$ cat src/rtl/if_fetch_ctrl.sv
// rtl/if_fetch_ctrl.sv - instruction fetch controller feeding the instruction FIFO
//
// Holds the fetch PC, issues one dual-word request at a time on the
// SRAM-like instruction bus and pushes each returned pair into the FIFO.
// Redirects flush the FIFO and drop any stale in-flight response.
//
// Optional feature macro: IF_PERF_CNT_EN (adds fetch/discard counters).
//
// Ports:
//   clk, resetn                 clock, synchronous active-low reset
//   redirect_en, redirect_pc    redirect request and word-aligned target
//   inst_req, inst_addr         bus request valid / address (= pc)
//   inst_addr_ok, inst_data_ok  bus request accepted / response valid
//   inst_rdata1, inst_rdata2    words at request address and address + 4
//   fifo_full                   FIFO cannot take two more entries
//   fifo_rst                    FIFO pointer reset (redirect flush)
//   write_en1/2                 push word 1 / word 2
//   write_address1/2            PCs of the pushed words
//   write_data1/2               pushed instruction words
//   perf_fetch_cnt              words pushed (IF_PERF_CNT_EN only)
//   perf_discard_cnt            responses dropped (IF_PERF_CNT_EN only)

module if_fetch_ctrl #(
  parameter logic [31:0] RESET_PC = 32'hBFC0_0000
) (
  input  logic        clk,
  input  logic        resetn,
  input  logic        redirect_en,
  input  logic [31:0] redirect_pc,
  output logic        inst_req,
  output logic [31:0] inst_addr,
  input  logic        inst_addr_ok,
  input  logic        inst_data_ok,
  input  logic [31:0] inst_rdata1,
  input  logic [31:0] inst_rdata2,
  input  logic        fifo_full,
  output logic        fifo_rst,
`ifdef IF_PERF_CNT_EN
  output logic [31:0] perf_fetch_cnt,
  output logic [31:0] perf_discard_cnt,
`endif
  output logic        write_en1,
  output logic        write_en2,
  output logic [31:0] write_address1,
  output logic [31:0] write_address2,
  output logic [31:0] write_data1,
  output logic [31:0] write_data2
);

  typedef enum logic [1:0] {
    S_REQ     = 2'd0,
    S_WAIT    = 2'd1,
    S_DISCARD = 2'd2
  } state_t;

  state_t      state;
  logic [31:0] pc;
  logic [31:0] req_pc;

  logic        resp_take;
  logic        resp_drop;
  logic [31:0] next_seq_pc;

  // An odd-word start only yields one usable word, so the next fetch
  // begins at the following word rather than skipping a pair.
  assign next_seq_pc = req_pc + (req_pc[2] ? 32'd4 : 32'd8);

  always_comb begin
    inst_req       = 1'b0;
    fifo_rst       = 1'b0;
    resp_take      = 1'b0;
    resp_drop      = 1'b0;
    write_en1      = 1'b0;
    write_en2      = 1'b0;
    write_address1 = 32'd0;
    write_address2 = 32'd0;
    write_data1    = 32'd0;
    write_data2    = 32'd0;
    inst_addr      = pc;
    if (resetn) begin
      fifo_rst  = redirect_en;
      inst_req  = (state == S_REQ) && !fifo_full && !redirect_en;
      // fifo_full is deliberately ignored here: the FIFO threshold keeps
      // room for the one response that can be outstanding.
      resp_take = (state == S_WAIT) && inst_data_ok && !redirect_en;
      resp_drop = inst_data_ok &&
                  ((state == S_DISCARD) || ((state == S_WAIT) && redirect_en));
      write_en1      = resp_take;
      write_en2      = resp_take && !req_pc[2];
      write_address1 = req_pc;
      write_address2 = req_pc + 32'd4;
      write_data1    = inst_rdata1;
      write_data2    = inst_rdata2;
    end
  end

  always_ff @(posedge clk) begin
    if (!resetn) begin
      pc     <= RESET_PC;
      req_pc <= 32'd0;
      state  <= S_REQ;
    end else begin
      case (state)
        S_REQ: begin
          if (redirect_en) begin
            pc <= redirect_pc;
          end else if (inst_req && inst_addr_ok) begin
            req_pc <= pc;
            state  <= S_WAIT;
          end
        end
        S_WAIT: begin
          if (redirect_en) begin
            pc <= redirect_pc;
            // Without the response in hand we must still swallow it later.
            state <= inst_data_ok ? S_REQ : S_DISCARD;
          end else if (inst_data_ok) begin
            pc    <= next_seq_pc;
            state <= S_REQ;
          end
        end
        S_DISCARD: begin
          if (redirect_en) begin
            pc <= redirect_pc;
          end
          // The stale response closes the outstanding slot; pc already
          // holds the most recent redirect target.
          if (inst_data_ok) begin
            state <= S_REQ;
          end
        end
        default: state <= S_REQ;
      endcase
    end
  end

`ifdef IF_PERF_CNT_EN
  always_ff @(posedge clk) begin
    if (!resetn) begin
      perf_fetch_cnt   <= 32'd0;
      perf_discard_cnt <= 32'd0;
    end else begin
      perf_fetch_cnt   <= perf_fetch_cnt + {31'd0, write_en1} + {31'd0, write_en2};
      perf_discard_cnt <= perf_discard_cnt + {31'd0, resp_drop};
    end
  end
`endif

endmodule

$ cat config.mk
export PLATFORM = sky130hd
export DESIGN_NAME = if_fetch_ctrl
export DESIGN_NICKNAME = d
export VERILOG_FILES = /design/src/rtl/if_fetch_ctrl.sv
export SDC_FILE = /design/constraint.sdc
export NUM_CORES = 1
export LEC_CHECK = 0
export BUFFER_PORTS_ARGS = -buffer_cell sky130_fd_sc_hd__buf_4
export CAP_MARGIN = 10
export CORE_AREA = 2 2 105 107
export CTS_CLUSTER_DIAMETER = 40
export DETAILED_ROUTE_END_ITERATION = 10
export DIE_AREA = 0 0 107 109
export GPL_TIMING_DRIVEN = 0
export PLACE_DENSITY = 0.87
export SYNTH_ARGS = -nofsm -noshare
export SYNTH_HDL_FRONTEND = slang
export SYNTH_SLANG_ARGS = --single-unit
$ cat constraint.sdc
create_clock -name clk -period 3.8 [get_ports clk]
set_clock_uncertainty 0.2 [all_clocks]
set_input_delay 0.57 -clock clk [delete_from_list [all_inputs] [get_ports clk]]
set_output_delay 0.57 -clock clk [all_outputs]
set_load 0.005 [all_outputs]
* Word-level counts from Yosys, hierarchy flattened
Cells that the tools add are included.
** Word-level totals
- Register bits after elaboration :: 66
- Input bits :: 102
- Output and inout bits :: 164
- Word-level logic and storage cells :: 46
** Operators by class
- Add/sub/neg operators :: 2
- Equality and inequality tests :: 6
- Mux-type cells :: 19
- Bitwise logic cells :: 1
- Reductions and logical operators :: 15
** Operators with widths (number)
- $mux W32 :: 7
- $pmux W32 S2 :: 1
- $add A32 B3 Y32 const B :: 1
- $add A32 B4 Y32 :: 1
- $mux W2 :: 5
- $logic_and A1 B1 Y1 :: 6
- $pmux W2 S3 :: 1
- $reduce_and A3 Y1 :: 2
- $mux W1 :: 4
- $mux W4 :: 1
- $ne A2 B1 Y1 const B :: 2
- $logic_not A1 Y1 :: 3
- $ne A3 B3 Y1 const B :: 1
- $eq A2 B1 Y1 const B :: 1
- $eq A2 B2 Y1 const B :: 1
- $logic_not A2 Y1 :: 1
- $ne A2 B2 Y1 const B :: 1
- $reduce_and A2 Y1 :: 1
- $reduce_bool A2 Y1 :: 1
- $reduce_or A2 Y1 :: 1
- $not A1 Y1 :: 1

* Depth between registers and ports, before layout
- Depth after elaboration :: 8
- Gate-level depth with buffers :: 8
- Mapped depth without buffers :: 6

* Worst setup path before layout
OpenSTA, ideal clock, no wires.
- Kind :: register to output
- From :: reg req_pc[3]
- To :: out write_address2[28]
- Arrival time :: 1979 ps
- Data required time :: 3030 ps
- Slack :: 1051 ps
- Stages on the path, launching flop included :: 7
- Buffers on the path :: 1
- Cells stage by stage :: dfxtp_1 > ha_1 > inv_1 > or4_4 > buf_6 > or4_1 > a21oi_1
** Between the ends
- Cells in the longest elaborated chain, start to end :: 2
** Ends and longest elaborated chain
- start, declared :: line 58 : logic [31:0] req_pc;
- start signal, assigned :: line 108 : req_pc <= pc;
- $add A32 B3 Y32 :: line 91 : write_address2 = req_pc + 32'd4;
- $mux W32 :: line 80 : if (resetn) begin
- end, declared :: line 45 : output logic [31:0] write_address2,
Every way passes these cells.

* Final worst setup path
- From :: reg req_pc[2]
- To :: out write_address2[17]
The elaborated chain is that of the path after synthesis.

==> results.cfg <==
[cts]
cts-root-buf = clkbuf_8
post_cts_buffers = 0
htreeDepth = 3
path_clk_slew_ns = 0.09
clkLatencyLatePin_ns = 0.37
cts_resized = 0
clock_sinks = 66
cts_tree = built
cts_buffers = 9
cts_hold_buffers = 0
clock_path_buffers = 2

[synth]
synth_edf_count = 0
synth_top_area_cell = dfxtp_1
yosys.area.top_type_share = 0.286
syn_inst = 596
ys_seq_area_frac = 0.286
async_flop_share = 0
ys.flop_type = dfxtp_1
syn_avg_cell_area_sq_um = 7.74
ys_warn_count = 0
ys_types = 58
syn_area_sq_um = 4620
synth_fp_nets = 701
ys_ff_latch = 66
synth_area_leaders = dfxtp_1, and2_1, mux2_2

[critical_path]
max_stage_delay_ns = 0.63
r2r_setup_slack_ns = 1.05
crit_family = simple AND/OR/NAND/NOR gates
crit_arrival_ns = 2.84
critPathLaunchType = flip-flop
crit_required_ns = 3.03
cp_slowest_cell = or4_1
cp.buffers_inverters = 3
crit_type = reg -> out
timing.rr.end = inst_addr[31]
rr_worst_depth = 8
cp_max_fo = 10
crit_start = req_pc[2]
cp-end-kind = output port
path_cells = buf_2 -> nand3_1 -> or4_1 -> buf_2 -> or3_1 -> a21oi_1 -> buf_4
cpMostUsedCell = buf_2
r2r-start = req_pc[2]

[floorplan]
dieArea_sq_um = 11700
ios = 266
start_util = 0.435
row_count = 38
die_w_um = 107
die_h_um = 109
core_area_sq_um = 10600

[global_route]
antenna_found_initial = 0
overflow = 0
grt_pass1_vias = 5435
gr-usage-all-layers = 0.328
grt_max_degree = 12
grt_pass1_wl_um = 29400

[sta]
drv_slew = 0
clock.fmax_mhz = 277
min_period_ns = 3.61
tightest_slew_ns = 0.844
rsz0062_at_grt = false
final-setup-viol-count = 0
tns_ns = 0
hold_slack_ns = 0.206
hold_viol = 0
period_share = 0.950
slew-limit-headroom = 0.432

[finish]
fill_cells = 952
nets = 976
drive_gt1_frac = 0.376
syn2layout_area_growth_pct = 50.9
final_common_cell = buf_4
layout_common_cells = buf_4, and2_1, dfxtp_1, nand2_1, clkbuf_1

[drt]
route.vias.total = 5777
drtIter0Drc = 596
route.detailed.drc = 0
wl_per_cell_um = 19.1
drt_wl_total_um = 19400
drt-pass1-iter-count = 5
drt.antenna.violating_nets = 0
via_per_inst = 5.68

[min_path]
min_path_type = in -> reg
min_to = state[1]
min_path_cells = 2
worstHoldStart = inst_data_ok

[placement]
port_buffers = 264
hpwl_um = 14700
routabilityCongestion = 0.961

[job]
maxCapViolations = 0

[power_and_ir_drop]
p_per_area_nw_per_um2 = 248
leakage_nw = 3.08
max-vdd-ir-drop_mv = 0.143

[status]
run_status = complete, no violations
-- layout make-up --
cell class | instances | area [sq um] | share of cell area
Tap cell | 140 | 175 | 0.0251
Sequential cell | 66 | 1320 | 0.190
Buffer | 58 | 246 | 0.0354
Timing Repair Buffer | 264 | 1980 | 0.285
Clock inverter | 4 | 25.0 | 0.00359
Inverter | 12 | 45.0 | 0.00647
Clock buffer | 12 | 165 | 0.0237
Multi-Input combinational cell | 460 | 3000 | 0.431
Antenna cell | 1 | 2.50 | 0.000359
-- logic make-up (layout without fill, tap and decap cells) --
family,after synthesis,after routing,share of synthesized area
adders and majority gates,3,3,0.00813
DFF,66,66,0.286
and+or+nand+nor,288,288,0.362
other,0,1,0
xor gates and xnor gates,17,17,0.0323
buffers and inverters,70,350,0.0632
muxes,30,30,0.0724
AOI/OAI and AO/OA,122,122,0.176
-- routing by layer --
metal / routed length [um] / part of all wire / global-route usage
met1: 7660 / 0.40 / 0.415
met2: 8870 / 0.46 / 0.534
met3: 2080 / 0.11 / 0.0831
met4: 773 / 0.040 / 0.135
met5: 0 / 0 / 0
-- worst max-delay path by stage --
| stage | cells past startpoint | end | slack, ns |
|---|---|---|---|
| floorplan | 6 | write_address2[28] | 1.05 |
| global route | 7 | write_address2[17] | 0.1 |
| detailed placement | 7 | write_address2[17] | 0.68 |
| CTS | 7 | write_address2[17] | 0.26 |
| finish | 7 | write_address2[17] | 0.19 |
| global placement | 7 | write_address2[17] | 0.69 |
-- cell usage after synthesis, drive strengths merged, types with 2 or more instances --
master and count:
mux2i 3, xnor2 8, nor4 2, nor3b 2, nand2 42, o221ai 2, buf 16, inv 12
clkbuf 42, a311oi 5, o211ai 16, dfxtp 66, a211oi 11, nor2 27, nor2b 2, a32oi 4
and4 7, or4 18, a31oi 5, and2 92, ha 3, and3 10, mux2 27, o21a 4
nand4 14, a21o 2, a21oi 20, nand3 18, o21ai 30, o311ai 2, o221a 2, o22ai 2
xor2 9, o31ai 9, nor3 23, or3 24
-- registers in the layout, summed over array words and instances (netlist names) --
register	cells
req_pc	32
inst_addr	32
state	2
-- power by group --
| group | switching (mW) | internal (mW) |
|---|---|---|
| registers | 0.0334 | 0.725 |
| logic | 0.168 | 0.216 |
| clock network | 0.297 | 0.288 |
| total | 0.499 | 1.23 |
-- metrics by stage --
step	instances	instance area (sq um)	power, mW	setup slack (ns)	util
after CTS	1016	6960	1.72	0.258	0.657
after global placement	1000	6770	1.15	0.692	0.639
after detailed placement	1000	6770	1.15	0.679	0.639
after floorplan	596	4620	0.909	1.05	-
final	1017	6970	1.73	0.192	0.657
after global routing	1016	6960	1.79	0.0979	0.657
(Power assumes the default switching activity.)
